===== src/rtl/tracker_pkg.sv =====
// Shared types and widths for the orange-pixel centroid tracker and downstream steering logic.
package tracker_pkg;

  localparam int unsigned X_W   = 10;
  localparam int unsigned Y_W   = 9;
  localparam int unsigned CNT_W = 19;
  localparam int unsigned SUM_W = 28;

  typedef enum logic [1:0] {
    DIR_NONE   = 2'b00,
    DIR_LEFT   = 2'b01,
    DIR_RIGHT  = 2'b10,
    DIR_CENTRE = 2'b11
  } dir_t;

  typedef enum logic [1:0] {
    ST_SYNC,
    ST_ACCUM,
    ST_EVAL,
    ST_COMMIT
  } state_t;

  // Per-frame accumulator payload
  typedef struct packed {
    logic [CNT_W-1:0] count;
    logic [SUM_W-1:0] sum_x;
    logic [X_W-1:0]   xmin;
    logic [X_W-1:0]   xmax;
    logic [Y_W-1:0]   ymin;
    logic [Y_W-1:0]   ymax;
  } stats_t;

  // Empty-frame value: mins all-ones, maxes zero so the first pixel wins both compares
  function automatic stats_t clear_stats();
    stats_t s;
    s.count = '0;
    s.sum_x = '0;
    s.xmin  = '1;
    s.xmax  = '0;
    s.ymin  = '1;
    s.ymax  = '0;
    return s;
  endfunction

endpackage


===== src/rtl/orange_centroid_tracker_if.sv =====
// Pixel-stream inputs and per-frame result outputs of the centroid tracker.
interface orange_centroid_tracker_if;
  import tracker_pkg::*;

  logic             active;
  logic             vsync;
  logic             is_orange;
  dir_t             direction;
  logic             detected;
  logic [CNT_W-1:0] pixel_count;
  logic [X_W-1:0]   bbox_xmin;
  logic [X_W-1:0]   bbox_xmax;
  logic [Y_W-1:0]   bbox_ymin;
  logic [Y_W-1:0]   bbox_ymax;
  logic             frame_valid;

  modport master (
    output active, vsync, is_orange,
    input  direction, detected, pixel_count,
    input  bbox_xmin, bbox_xmax, bbox_ymin, bbox_ymax, frame_valid
  );

  modport slave (
    input  active, vsync, is_orange,
    output direction, detected, pixel_count,
    output bbox_xmin, bbox_xmax, bbox_ymin, bbox_ymax, frame_valid
  );

endinterface


===== src/rtl/pixel_position_counter.sv =====
// Derives saturating pixel x/y coordinates and the frame-end strobe from VGA active/vsync.
module pixel_position_counter
  import tracker_pkg::*;
#(
  parameter int unsigned H_ACTIVE = 640,
  parameter int unsigned V_ACTIVE = 480
) (
  input  logic           clk,
  input  logic           rst,
  input  logic           active,
  input  logic           vsync,
  output logic [X_W-1:0] x,
  output logic [Y_W-1:0] y,
  output logic           frame_end_c
);

  logic active_d;
  logic vsync_d;
  logic line_end_c;

  assign frame_end_c = vsync_d & ~vsync;
  assign line_end_c  = active_d & ~active;

  always_ff @(posedge clk) begin
    if (rst) begin
      active_d <= 1'b0;
      vsync_d  <= 1'b0;
      x        <= '0;
      y        <= '0;
    end else begin
      active_d <= active;
      vsync_d  <= vsync;

      if (active) begin
        if (x != X_W'(H_ACTIVE - 1)) x <= x + X_W'(1);
      end else if (line_end_c) begin
        x <= '0;
      end

      if (frame_end_c) begin
        y <= '0;
      end else if (line_end_c && (y != Y_W'(V_ACTIVE - 1))) begin
        y <= y + Y_W'(1);
      end
    end
  end

endmodule


===== src/rtl/orange_centroid_tracker.sv =====
// Per-frame orange-pixel statistics, left/centre/right classification and multi-frame debounce.
module orange_centroid_tracker
  import tracker_pkg::*;
#(
  parameter int unsigned H_ACTIVE       = 640,
  parameter int unsigned V_ACTIVE       = 480,
  parameter int unsigned MIN_PIXELS     = 200,
  parameter int unsigned LEFT_BOUND     = 213,
  parameter int unsigned RIGHT_BOUND    = 427,
  parameter int unsigned CONFIRM_FRAMES = 3
) (
  input logic                      clk,
  input logic                      rst,
  orange_centroid_tracker_if.slave bus
);

  localparam int unsigned RUN_W = $clog2(CONFIRM_FRAMES + 1);

  state_t           state;
  state_t           state_nxt;
  logic [X_W-1:0]   x;
  logic [Y_W-1:0]   y;
  logic [Y_W-1:0]   y_px_c;
  logic             frame_end_c;
  logic             clear_c;
  logic             accum_en_c;
  stats_t           acc;
  stats_t           acc_nxt_c;
  stats_t           snap;
  dir_t             raw;
  dir_t             raw_c;
  dir_t             last_raw;
  dir_t             dir_nxt_c;
  logic [RUN_W-1:0] run_cnt;
  logic [RUN_W-1:0] run_nxt_c;
  logic [SUM_W-1:0] left_lim_c;
  logic [SUM_W-1:0] right_lim_c;

  pixel_position_counter #(
    .H_ACTIVE (H_ACTIVE),
    .V_ACTIVE (V_ACTIVE)
  ) u_pos (
    .clk         (clk),
    .rst         (rst),
    .active      (bus.active),
    .vsync       (bus.vsync),
    .x           (x),
    .y           (y),
    .frame_end_c (frame_end_c)
  );

  always_ff @(posedge clk) begin
    if (rst) state <= ST_SYNC;
    else     state <= state_nxt;
  end

  // Frame ends arriving in EVAL/COMMIT are ignored
  always_comb begin
    state_nxt = state;
    unique case (state)
      ST_SYNC:   if (frame_end_c) state_nxt = ST_ACCUM;
      ST_ACCUM:  if (frame_end_c) state_nxt = ST_EVAL;
      ST_EVAL:   state_nxt = ST_COMMIT;
      ST_COMMIT: state_nxt = ST_ACCUM;
      default:   state_nxt = ST_SYNC;
    endcase
  end

  // A pixel coincident with frame end starts the new frame on row 0
  always_comb begin
    clear_c    = frame_end_c && ((state == ST_SYNC) || (state == ST_ACCUM));
    accum_en_c = (state != ST_SYNC) || frame_end_c;
    y_px_c     = frame_end_c ? '0 : y;
    acc_nxt_c  = clear_c ? clear_stats() : acc;
    if (accum_en_c && bus.active && bus.is_orange) begin
      acc_nxt_c.count = acc_nxt_c.count + CNT_W'(1);
      acc_nxt_c.sum_x = acc_nxt_c.sum_x + SUM_W'(x);
      if (x < acc_nxt_c.xmin)      acc_nxt_c.xmin = x;
      if (x > acc_nxt_c.xmax)      acc_nxt_c.xmax = x;
      if (y_px_c < acc_nxt_c.ymin) acc_nxt_c.ymin = y_px_c;
      if (y_px_c > acc_nxt_c.ymax) acc_nxt_c.ymax = y_px_c;
    end
  end

  // Centroid thirds compared as sum_x against count*bound, avoiding a divider
  always_comb begin
    left_lim_c  = SUM_W'(snap.count) * SUM_W'(LEFT_BOUND);
    right_lim_c = SUM_W'(snap.count) * SUM_W'(RIGHT_BOUND);
    if (snap.count < CNT_W'(MIN_PIXELS))  raw_c = DIR_NONE;
    else if (snap.sum_x < left_lim_c)     raw_c = DIR_LEFT;
    else if (snap.sum_x > right_lim_c)    raw_c = DIR_RIGHT;
    else                                  raw_c = DIR_CENTRE;
  end

  always_comb begin
    if (raw != last_raw)                          run_nxt_c = RUN_W'(1);
    else if (run_cnt == RUN_W'(CONFIRM_FRAMES))   run_nxt_c = run_cnt;
    else                                          run_nxt_c = run_cnt + RUN_W'(1);
    dir_nxt_c = (run_nxt_c == RUN_W'(CONFIRM_FRAMES)) ? raw : bus.direction;
  end

  always_ff @(posedge clk) begin
    if (rst) begin
      acc             <= clear_stats();
      snap            <= clear_stats();
      raw             <= DIR_NONE;
      last_raw        <= DIR_NONE;
      run_cnt         <= '0;
      bus.direction   <= DIR_NONE;
      bus.detected    <= 1'b0;
      bus.pixel_count <= '0;
      bus.bbox_xmin   <= '1;
      bus.bbox_xmax   <= '0;
      bus.bbox_ymin   <= '1;
      bus.bbox_ymax   <= '0;
      bus.frame_valid <= 1'b0;
    end else begin
      acc             <= acc_nxt_c;
      bus.frame_valid <= (state == ST_EVAL);
      if ((state == ST_ACCUM) && frame_end_c) snap <= acc;
      if (state == ST_EVAL) raw <= raw_c;
      if (state == ST_COMMIT) begin
        run_cnt         <= run_nxt_c;
        last_raw        <= raw;
        bus.direction   <= dir_nxt_c;
        bus.detected    <= (dir_nxt_c != DIR_NONE);
        bus.pixel_count <= snap.count;
        bus.bbox_xmin   <= snap.xmin;
        bus.bbox_xmax   <= snap.xmax;
        bus.bbox_ymin   <= snap.ymin;
        bus.bbox_ymax   <= snap.ymax;
      end
    end
  end

endmodule


===== src/flat_wrapper.sv =====
// flat-port wrapper written by rule: the top's interface ports become plain ports
module orange_centroid_tracker_flat import tracker_pkg::*;
#(
  parameter int unsigned H_ACTIVE       = 640,
  parameter int unsigned V_ACTIVE       = 480,
  parameter int unsigned MIN_PIXELS     = 200,
  parameter int unsigned LEFT_BOUND     = 213,
  parameter int unsigned RIGHT_BOUND    = 427,
  parameter int unsigned CONFIRM_FRAMES = 3
)
  (clk, rst, bus_active, bus_vsync, bus_is_orange, bus_direction, bus_detected, bus_pixel_count, bus_bbox_xmin, bus_bbox_xmax, bus_bbox_ymin, bus_bbox_ymax, bus_frame_valid);
  orange_centroid_tracker_if bus_i ();
  input logic clk;
  input logic rst;
  input wire logic [$bits(bus_i.active)-1:0] bus_active;
  input wire logic [$bits(bus_i.vsync)-1:0] bus_vsync;
  input wire logic [$bits(bus_i.is_orange)-1:0] bus_is_orange;
  output wire logic [$bits(bus_i.direction)-1:0] bus_direction;
  output wire logic [$bits(bus_i.detected)-1:0] bus_detected;
  output wire logic [$bits(bus_i.pixel_count)-1:0] bus_pixel_count;
  output wire logic [$bits(bus_i.bbox_xmin)-1:0] bus_bbox_xmin;
  output wire logic [$bits(bus_i.bbox_xmax)-1:0] bus_bbox_xmax;
  output wire logic [$bits(bus_i.bbox_ymin)-1:0] bus_bbox_ymin;
  output wire logic [$bits(bus_i.bbox_ymax)-1:0] bus_bbox_ymax;
  output wire logic [$bits(bus_i.frame_valid)-1:0] bus_frame_valid;
  assign bus_i.active = bus_active;
  assign bus_i.vsync = bus_vsync;
  assign bus_i.is_orange = bus_is_orange;
  assign bus_direction = bus_i.direction;
  assign bus_detected = bus_i.detected;
  assign bus_pixel_count = bus_i.pixel_count;
  assign bus_bbox_xmin = bus_i.bbox_xmin;
  assign bus_bbox_xmax = bus_i.bbox_xmax;
  assign bus_bbox_ymin = bus_i.bbox_ymin;
  assign bus_bbox_ymax = bus_i.bbox_ymax;
  assign bus_frame_valid = bus_i.frame_valid;
  orange_centroid_tracker #(.H_ACTIVE(H_ACTIVE), .V_ACTIVE(V_ACTIVE), .MIN_PIXELS(MIN_PIXELS), .LEFT_BOUND(LEFT_BOUND), .RIGHT_BOUND(RIGHT_BOUND), .CONFIRM_FRAMES(CONFIRM_FRAMES)) u_core (.clk(clk), .rst(rst), .bus(bus_i));
endmodule

===== config.mk =====
export PLATFORM = sky130hd
export DESIGN_NAME = orange_centroid_tracker_flat
export DESIGN_NICKNAME = d
export VERILOG_FILES = /design/src/rtl/tracker_pkg.sv /design/src/rtl/orange_centroid_tracker_if.sv /design/src/rtl/pixel_position_counter.sv /design/src/rtl/orange_centroid_tracker.sv /design/src/flat_wrapper.sv
export SDC_FILE = /design/constraint.sdc
export NUM_CORES = 1
export LEC_CHECK = 0
export ABC_CLOCK_PERIOD_IN_PS = 13100
export CORE_MARGIN = 2
export CORE_UTILIZATION = 50
export DETAILED_ROUTE_END_ITERATION = 10
export PLACE_DENSITY = 0.76
export SLEW_MARGIN = 25
export SYNTH_ARGS = -nofsm -noshare
export SYNTH_HDL_FRONTEND = slang
export SYNTH_SLANG_ARGS = --single-unit

===== constraint.sdc =====
create_clock -name clk -period 13.1 [get_ports clk]
set_input_delay 1.31 -clock clk [delete_from_list [all_inputs] [get_ports clk]]
set_output_delay 1.31 -clock clk [all_outputs]
set_load 0.02 [all_outputs]

# After elaboration in Yosys (flattened, before gate mapping)
# Cells that the tools add are included.
# classes
magnitude_cmp	7
reduce_logical	14
addsub	5
n_bitwise	4
eq_ne	11
muxes	19
mul	2
# op_table
op	n
$mux W85	2
$mux W10	5
$add A28 B10 Y28	1
$gt A28 B28 Y1	1
$lt A28 B27 Y1	1
$mul A19 B9 Y28 const B	1
$mul A19 B8 Y27 const B	1
$mux W9	3
$add A19 B1 Y19 const B	1
$lt A19 B8 Y1 const B	1
$mux W2	7
$add A10 B1 Y10 const B	1
$gt A10 B10 Y1	1
$lt A10 B10 Y1	1
$ne A10 B10 Y1 const B	1
$add A9 B1 Y9 const B	1
$gt A9 B9 Y1	1
$lt A9 B9 Y1	1
$ne A9 B9 Y1 const B	1
$eq A2 B2 Y1 const B	4
$pmux W2 S4	1
$ne A2 B1 Y1 const B	3
$reduce_bool A2 Y1	3
$logic_and A1 B1 Y1	5
other kinds (10)	14
# totals
word_cells	90
ff_bits	260
in_bits	5
output_inout_bits	61

# Logic depth before layout (Yosys ltp)
# Gate-level depths: netlist of run 1.
# logic_depth
word_depth	7
ltp_mapped	25
mapped_depth_nobuf	25

# By module
# Synthesis of run 1 repeated with hierarchy kept, for this count alone.
# hier_totals
cells_unflattened	2156
hier_area_um2	18412.7
# by_module_without_submodules
mod	n_inst	seq_area_each_um2	cells_per_inst	area_each_um2
orange_centroid_tracker	1	4784.6	2039	17372.9
pixel_position_counter	1	420.4	117	1039.7

# Worst setup path after synthesis of run 1
# No wires, ideal clock.
# synth_path
path_type	reg2reg
from	register u_core.snap[74] in the netlist's numbering
to	register u_core.raw[0]
setup_time_ns	0.120
required_ns	12.980
synth_period_minus_slack_ns	5.674
path_slack_ns	7.426
path_buffers	0
arrival_time_ns	5.554
stages_incl_launch_ff	23
path_cell_list	dfxtp_1 -> inv_1 -> ha_1 -> inv_1 -> fa_1 -> inv_1 -> fa_1 -> fa_1 -> inv_1 -> ha_1 -> a21o_1 -> a221oi_1 -> o21ai_0 -> a221oi_1 -> o21ai_0 -> xnor2_1 -> ha_1 -> nand4_1 -> nor4_1 -> and2_1 -> o41ai_1 -> o2111a_1 -> a211o_1
# synth_via
elab_chain_cells	5
elab_cells_between_ends	8
classes_between	2 x mul; 3 x order compare; 3 x mux
# synth_rtl
item	line	text
from (decl)	orange_centroid_tracker.sv:29	stats_t snap;
from (signal assigned)	orange_centroid_tracker.sv:105	snap <= clear_stats();
$mul A19 B9 Y28	orange_centroid_tracker.sv:88	right_lim_c = SUM_W'(snap.count) * SUM_W'(RIGHT_BOUND);
$gt A28 B28 Y1	orange_centroid_tracker.sv:91	else if (snap.sum_x > right_lim_c) raw_c = DIR_RIGHT;
$mux W1	orange_centroid_tracker.sv:91	
$mux W2	orange_centroid_tracker.sv:90	else if (snap.sum_x < left_lim_c) raw_c = DIR_LEFT;
$mux W2 *	orange_centroid_tracker.sv:89	if (snap.count < CNT_W'(MIN_PIXELS)) raw_c = DIR_NONE;
to (signal assigned)	orange_centroid_tracker.sv:121	if (state == ST_EVAL) raw <= raw_c;
to (decl)	orange_centroid_tracker.sv:30	dir_t raw;
# Every way passes the cells marked *; elsewhere a longest branch is shown, timed or not.
# A chain may end at the register's enable or synchronous reset.

# Final worst setup path of run 1
# Ends and elaborated chain as after synthesis.

==> results of run 1 <==
[power by group]
group	switching [W]	total [W]	internal, W
Sequential	0.0000102	0.000814	0.000804
Clock	0.000340	0.000842	0.000502
Combinational	0.0000792	0.000115	0.0000361
[worst max-delay path, stage by stage, from the launching register on]
cell	delay [ps]
dfxtp_1	490
inv_1	90
ha_1	330
inv_1	80
fa_1	540
inv_1	60
fa_1	470
fa_1	550
inv_1	40
ha_1	350
a21o_1	170
a221oi_1	540
o21ai_0	290
a221oi_1	510
o21ai_0	180
xnor2_1	160
ha_1	310
nand4_1	130
nor4_1	360
and2_1	210
o41ai_1	80
o2111a_1	150
a211o_1	220
[layout make-up]
class	instances	area (sq um)
clock buffers	35	777
clock inverters	17	215
fillers	3213	15500
inverters	283	1060
multi-input cells	1548	11700
flip-flops and latches	260	5200
well taps	461	577
repair buffers	74	723
[registers in the layout, indices dropped and copies added (netlist names), 9 cells and up]
| signal | flops |
|---|---|
| u_core.u_pos.x | 10 |
| u_core.bus.bbox_xmin | 10 |
| u_core.u_pos.y | 9 |
| u_core.bus.bbox_ymax | 9 |
| u_core.bus.bbox_xmax | 10 |
| u_core.snap | 85 |
| u_core.bus.bbox_ymin | 9 |
| u_core.acc | 85 |
| u_core.bus.pixel_count | 19 |
[synthesized netlist by cell type, types with 5 or more instances]
cell | instances | share of area, %
o211ai_1 | 8 | 0.33
o21ai_0 | 49 | 1.3
buf_1 | 8 | 0.16
nor4_1 | 5 | 0.17
mux2i_1 | 63 | 3.5
nand2b_1 | 13 | 0.45
o21bai_1 | 5 | 0.21
or3_1 | 7 | 0.24
a21oi_1 | 160 | 4.4
clkbuf_1 | 69 | 1.4
ha_1 | 237 | 16
a211oi_1 | 18 | 0.74
nand4_1 | 29 | 1.0
fa_1 | 90 | 9.9
and3_1 | 14 | 0.48
nor3_1 | 23 | 0.63
nor2_1 | 172 | 3.5
nand2_1 | 311 | 6.4
a31oi_1 | 15 | 0.51
a211o_1 | 9 | 0.43
mux2_2 | 19 | 1.2
xnor2_1 | 42 | 2.0
o21a_1 | 11 | 0.45
xor2_1 | 47 | 2.3
nand3_1 | 79 | 2.2
dfxtp_1 | 260 | 29
inv_1 | 282 | 5.8
and2_1 | 16 | 0.55
nor2b_1 | 17 | 0.58
a21o_1 | 23 | 0.95
o31ai_1 | 16 | 0.66
[worst min-delay path by stage]
stage	startpoint	to	slack [ps]	cells past startpoint
after detailed placement	u_core.acc[42]$_SDFF_PP0_	u_core.snap[42]$_SDFFE_PP0P_	440	2
after global routing	u_core.acc[43]$_SDFF_PP0_	u_core.snap[43]$_SDFFE_PP0P_	460	2
after global placement	u_core.acc[44]$_SDFF_PP0_	u_core.snap[44]$_SDFFE_PP0P_	440	2
final	u_core.acc[0]$_SDFF_PP0_	u_core.snap[0]$_SDFFE_PP0P_	450	2
after floorplan	u_core.acc[0]$_SDFF_PP0_	u_core.snap[0]$_SDFFE_PP0P_	430	2
after CTS	u_core.acc[42]$_SDFF_PP0_	u_core.snap[42]$_SDFFE_PP0P_	450	2
[per-layer routing]
layer	GRT usage (%)	share of wire, %	vias to the layer above
li1	-	-	7278
met1	30.6	45	6915
met2	40.5	47	330
met3	2.81	3.9	111
met4	9.90	4.4	0
met5	0	0	-
[cells by family (layout without fill, tap and decap cells)]
logic type | after synthesis | count (layout) | share of synthesized area (%)
mux | 82 | 82 | 4.63
fa+ha+maj | 327 | 327 | 26.1
simple gates | 705 | 705 | 17.1
buf+inv | 364 | 409 | 7.56
xor+xnor | 89 | 89 | 4.28
compound gates | 345 | 345 | 11.7
flops | 260 | 260 | 28.5
[metrics by stage]
step	util, %	worst slack [ps]
after floorplan	-	7430
after global placement	53.8	6820
after detailed placement	53.8	6700
after CTS	56.6	6660
after global routing	56.6	6240
final	56.6	6670
==> flow_summary.yaml, run 1 <==
floorplanning:
  die-height_um: 195
  pin_count: 66
  fp.dieArea_sq_mm: 0.0380
  die_x_um: 195
  core_region_area_sq_mm: 0.0357
  initial_core_util_pct: 51.0
  row_count: 69
yosys:
  synth_ff_type: "dfxtp_1"
  synthesis.nets: 2504
  yosysSeqAreaShare_pct: 28.5
  ys_warn_count: 0
  synthArstFlopShare_pct: 0
  synth-edff-count: 0
  synth_area_sq_mm: 0.0182
  synth-seq-cells: 260
  synthCells: 2172
  postSynthAreaPerCell_sq_um: 8.39
  synth_cell_types: 65
timing:
  clock_skew_ps: 17.1
  fmax_ghz: 0.156
  worst_slew_pin_slew_ps: 1090
  fin_crit_sh_pct: 49.1
  hold_violations: 0
  rsz0062_at_grt: "false"
  relSlewSlack_pct: 27.4
  min_period_ps: 6430
  fin_setup_tns_ps: 0
  slew_viol_final: 0
  hold_slack_ps: 448
  setup_violations: 0
layout:
  final_nets: 2527
  num_antenna_cells: 0
  fin_cells: 2678
  drive_gt1_share_pct: 4.33
  final_cell_mix: "310 x nand2_1, 282 x inv_1, 260 x dfxtp_1"
  syn_to_final_growth_pct: 11.0
  fin_area_sq_mm: 0.0202
  final_common_cell: "nand2_1"
grt:
  antenna_found_initial: 0
  grt_start_max_net_pins: 97
  grt_usage_pct: 23.8
  grt_pass1_wl_mm: 74.6
  grt.overflow.total: 0
  grt_pass1_vias: 14900
route:
  drtIter0Drc: 789
  drt_first_pass_iters: 5
  avgRoutedWirePerCell_um: 16.5
  drc: 0
  ant_nets: 0
  dr_total_vias: 14600
  routed_wl_mm: 44.3
  via_per_inst: 5.46
clock_network:
  ctsHoldBuffers: 0
  path_clk_slew_ps: 60
  numCtsBuffers: 28
  cts-root-buf: "clkbuf_16"
  clkSinkCount: 260
  cts_max_level: 1
  clk_latency_ps: 560
  cts_setup_buffers: 0
  cts_tree: "yes"
  ctsResizeCount: 0
  cts_buffer_depth: 3
placement:
  dp_cells: 2626
  place_congestion: 0.929
  hpwl_mm: 33.6
  port_buffers: 65
  postPlaceCellArea_sq_mm: 0.0192
worst_setup_path:
  crit_required_ps: 13540
  end_kind: "flop"
  rrSetupSlack_ps: 6670
  critPathKind: "reg -> reg"
  critPathMaxFanout: 9
  r2r_end: "u_core.raw[0]$_SDFFE_PP0P_"
  start_kind: "flop"
  arrival_ps: 6870
  reg2regPathDepth: 22
  r2r-start: "u_core.snap[74]$_SDFFE_PP0P_"
  crit_end: "u_core.raw[0]$_SDFFE_PP0P_"
  cp-startpoint: "u_core.snap[74]$_SDFFE_PP0P_"
worst_hold_path:
  hold_class: "reg -> reg"
status:
  status: "completed"
pwr:
  finalPower_w: 0.00177
  peakVddDrop_mv: 0.123
  static-leakage-power_nw: 9.05
  power.density_mw_per_mm2: 87.5
flow_run:
  timing.max_cap.violations: 0
Power figures use the tool's default switching activity.
==> run 2: changes to the inputs <==
- ABC_CLOCK_PERIOD_IN_PS: 13100 -> 5590
- PLACE_DENSITY: 0.76 -> 0.79
- clock period: 13.1 -> 5.59 ns (I/O delays scaled with it)
==> run 2 against run 1 <==
Clock skew fell by 6.3 ps. Utilization rose by 5.7 points. First-iteration DRC count rose by 16%. Die area did not move. Cell count rose by 5.8%.
==> flow_summary.yaml, run 2 (synthesized netlist as in run 1, its figures left out) <==
route:
  ant_nets: 0
  drtIter0Drc: 917
  avgRoutedWirePerCell_um: 17.3
  dr_total_vias: 15600
  routed_wl_mm: 49.1
  drc: 0
  drt_first_pass_iters: 5
  via_per_inst: 5.51
worst_setup_path:
  r2r_end: "u_core.raw[0]$_SDFFE_PP0P_"
  critPathMaxFanout: 6
  rrSetupSlack_ps: 70
  r2r-start: "u_core.snap[72]$_SDFFE_PP0P_"
  critPathKind: "reg -> reg"
  reg2regPathDepth: 25
  end_kind: "flop"
  start_kind: "flop"
  cp-startpoint: "u_core.snap[72]$_SDFFE_PP0P_"
  critPathSlowestCell: "fa_1"
  crit_end: "u_core.raw[0]$_SDFFE_PP0P_"
  crit_required_ps: 6050
  slowest_delay_ps: 550
  arrival_ps: 5980
grt:
  grt_start_max_net_pins: 77
  antenna_found_initial: 0
  grt_usage_pct: 25.3
  grt_pass1_wl_mm: 78.5
  grt.overflow.total: 0
  grt_pass1_vias: 15900
timing:
  clock_skew_ps: 10.8
  slew_viol_final: 0
  fmax_ghz: 0.181
  setup_violations: 0
  hold_violations: 0
  worst_slew_pin_slew_ps: 1020
  rsz0062_at_grt: "true"
  fin_setup_tns_ps: 0
  fin_crit_sh_pct: 98.7
  min_period_ps: 5520
  relSlewSlack_pct: 31.9
clock_network:
  cts-root-buf: "clkbuf_16"
  cts_tree: "yes"
  numCtsBuffers: 28
  ctsHoldBuffers: 0
  path_clk_slew_ps: 60
  cts_buffer_depth: 3
  cts_max_level: 1
  clkSinkCount: 260
  clk_latency_ps: 580
pwr:
  static-leakage-power_nw: 9.76
  power_frac_clock_pct: 45.7
  power.density_mw_per_mm2: 181
  p_seq_share_pct: 47.3
  combPwrFrac_pct: 7.0
  peakVddDrop_mv: 0.257
  sw_frac_of_total_pct: 25.2
  p_int_w: 0.00301
  p_switching_w: 0.00101
floorplanning:
  initial_core_util_pct: 51.0
  fp.dieArea_sq_mm: 0.0380
  pin_count: 66
  core_region_area_sq_mm: 0.0357
  die_x_um: 195
  die-height_um: 195
  row_count: 69
placement:
  place_congestion: 0.927
  hpwl_mm: 36.6
  dp_cells: 2758
  port_buffers: 65
  postPlaceCellArea_sq_mm: 0.0202
layout:
  num_antenna_cells: 0
  post-route-util_pct: 62.3
  final_cell_mix: "308 x nand2_1, 248 x inv_1, 244 x dfxtp_1"
  fill_cells: 2992
  drive_gt1_share_pct: 16.9
  reg_top3: "u_core.acc: 85 flops, u_core.snap: 85 flops, u_core.bus.pixel_count: 19 flops"
  fin_area_sq_mm: 0.0223
  final_nets: 2686
  syn_to_final_growth_pct: 22.2
  final_common_cell: "nand2_1"
  fin_cells: 2832
worst_hold_path:
  hold_class: "in -> reg"
flow_run:
  timing.max_cap.violations: 0
status:
  status: "completed"
run 2: layout make-up:
type	instances	area [sq um]	area share, %
clock buffer	33	739	3.32
clock inverter	14	164	0.736
inverter	283	1060	4.77
multi-input combinational	1548	12500	56.3
sequential	260	5260	23.6
tap	461	577	2.59
timing repair buffer	233	1940	8.69
run 2: critical path, delay by kind of cell (launching register included):
family	cells	cell delay [ps]
AOI/OAI and AO/OA	7	1350
xor gates and xnor gates	1	180
adders and majority gates	6	2340
buffers and inverters	7	690
DFF	1	380
and+or+nand+nor	4	460
run 2: per-stage QoR:
step                hold WS (ps)  setup WS (ps)  total power (W)
finish                       433           71.8          0.00402
global route                 462          -81.2          0.00416
CTS                          440           1.26          0.00406
detailed placement           441           -324          0.00222
global placement             439           -228          0.00221
floorplan                    427           2.73          0.00215
run 2: how the worst min path moves through the flow:
| stage | startpoint | end | slack (ps) | depth (start not counted) |
|---|---|---|---|---|
| after floorplan | u_core.acc[0]$_SDFF_PP0_ | u_core.snap[0]$_SDFFE_PP0P_ | 430 | 2 |
| final | rst | u_core.acc[7]$_SDFF_PP0_ | 430 | 2 |
| after global placement | u_core.acc[47]$_SDFF_PP0_ | u_core.snap[47]$_SDFFE_PP0P_ | 440 | 2 |
| after detailed placement | u_core.acc[47]$_SDFF_PP0_ | u_core.snap[47]$_SDFFE_PP0P_ | 440 | 2 |
| after CTS | rst | u_core.acc[7]$_SDFF_PP0_ | 440 | 2 |
| after global routing | rst | u_core.acc[7]$_SDFF_PP0_ | 460 | 2 |
run 2: power by group through the flow:
stage               Clock, W  Combinational [W]  Sequential [W]
finish               0.00184           0.000280         0.00190
global route         0.00194           0.000305         0.00191
CTS                  0.00187           0.000277         0.00191
detailed placement         0           0.000274         0.00195
global placement           0           0.000264         0.00195
floorplan                  0           0.000208         0.00194
run 2: what timing repair did:
action | CTS | global route
gates cloned | 0 | 0
pin swaps | 17 | 105
resized for setup | 45 | 157
setup buffers | 5 | 22
endpoints found under the setup margin | 2 | 2
run 2: metal layers:
| layer | track usage, % | share of wire (%) | vias up |
|---|---|---|---|
| li1 | - | - | 7602 |
| met1 | 31.5 | 42 | 7499 |
| met2 | 44.3 | 49 | 408 |
| met3 | 3.16 | 5.0 | 106 |
| met4 | 10.3 | 3.8 | 0 |
| met5 | 0 | 0 | - |
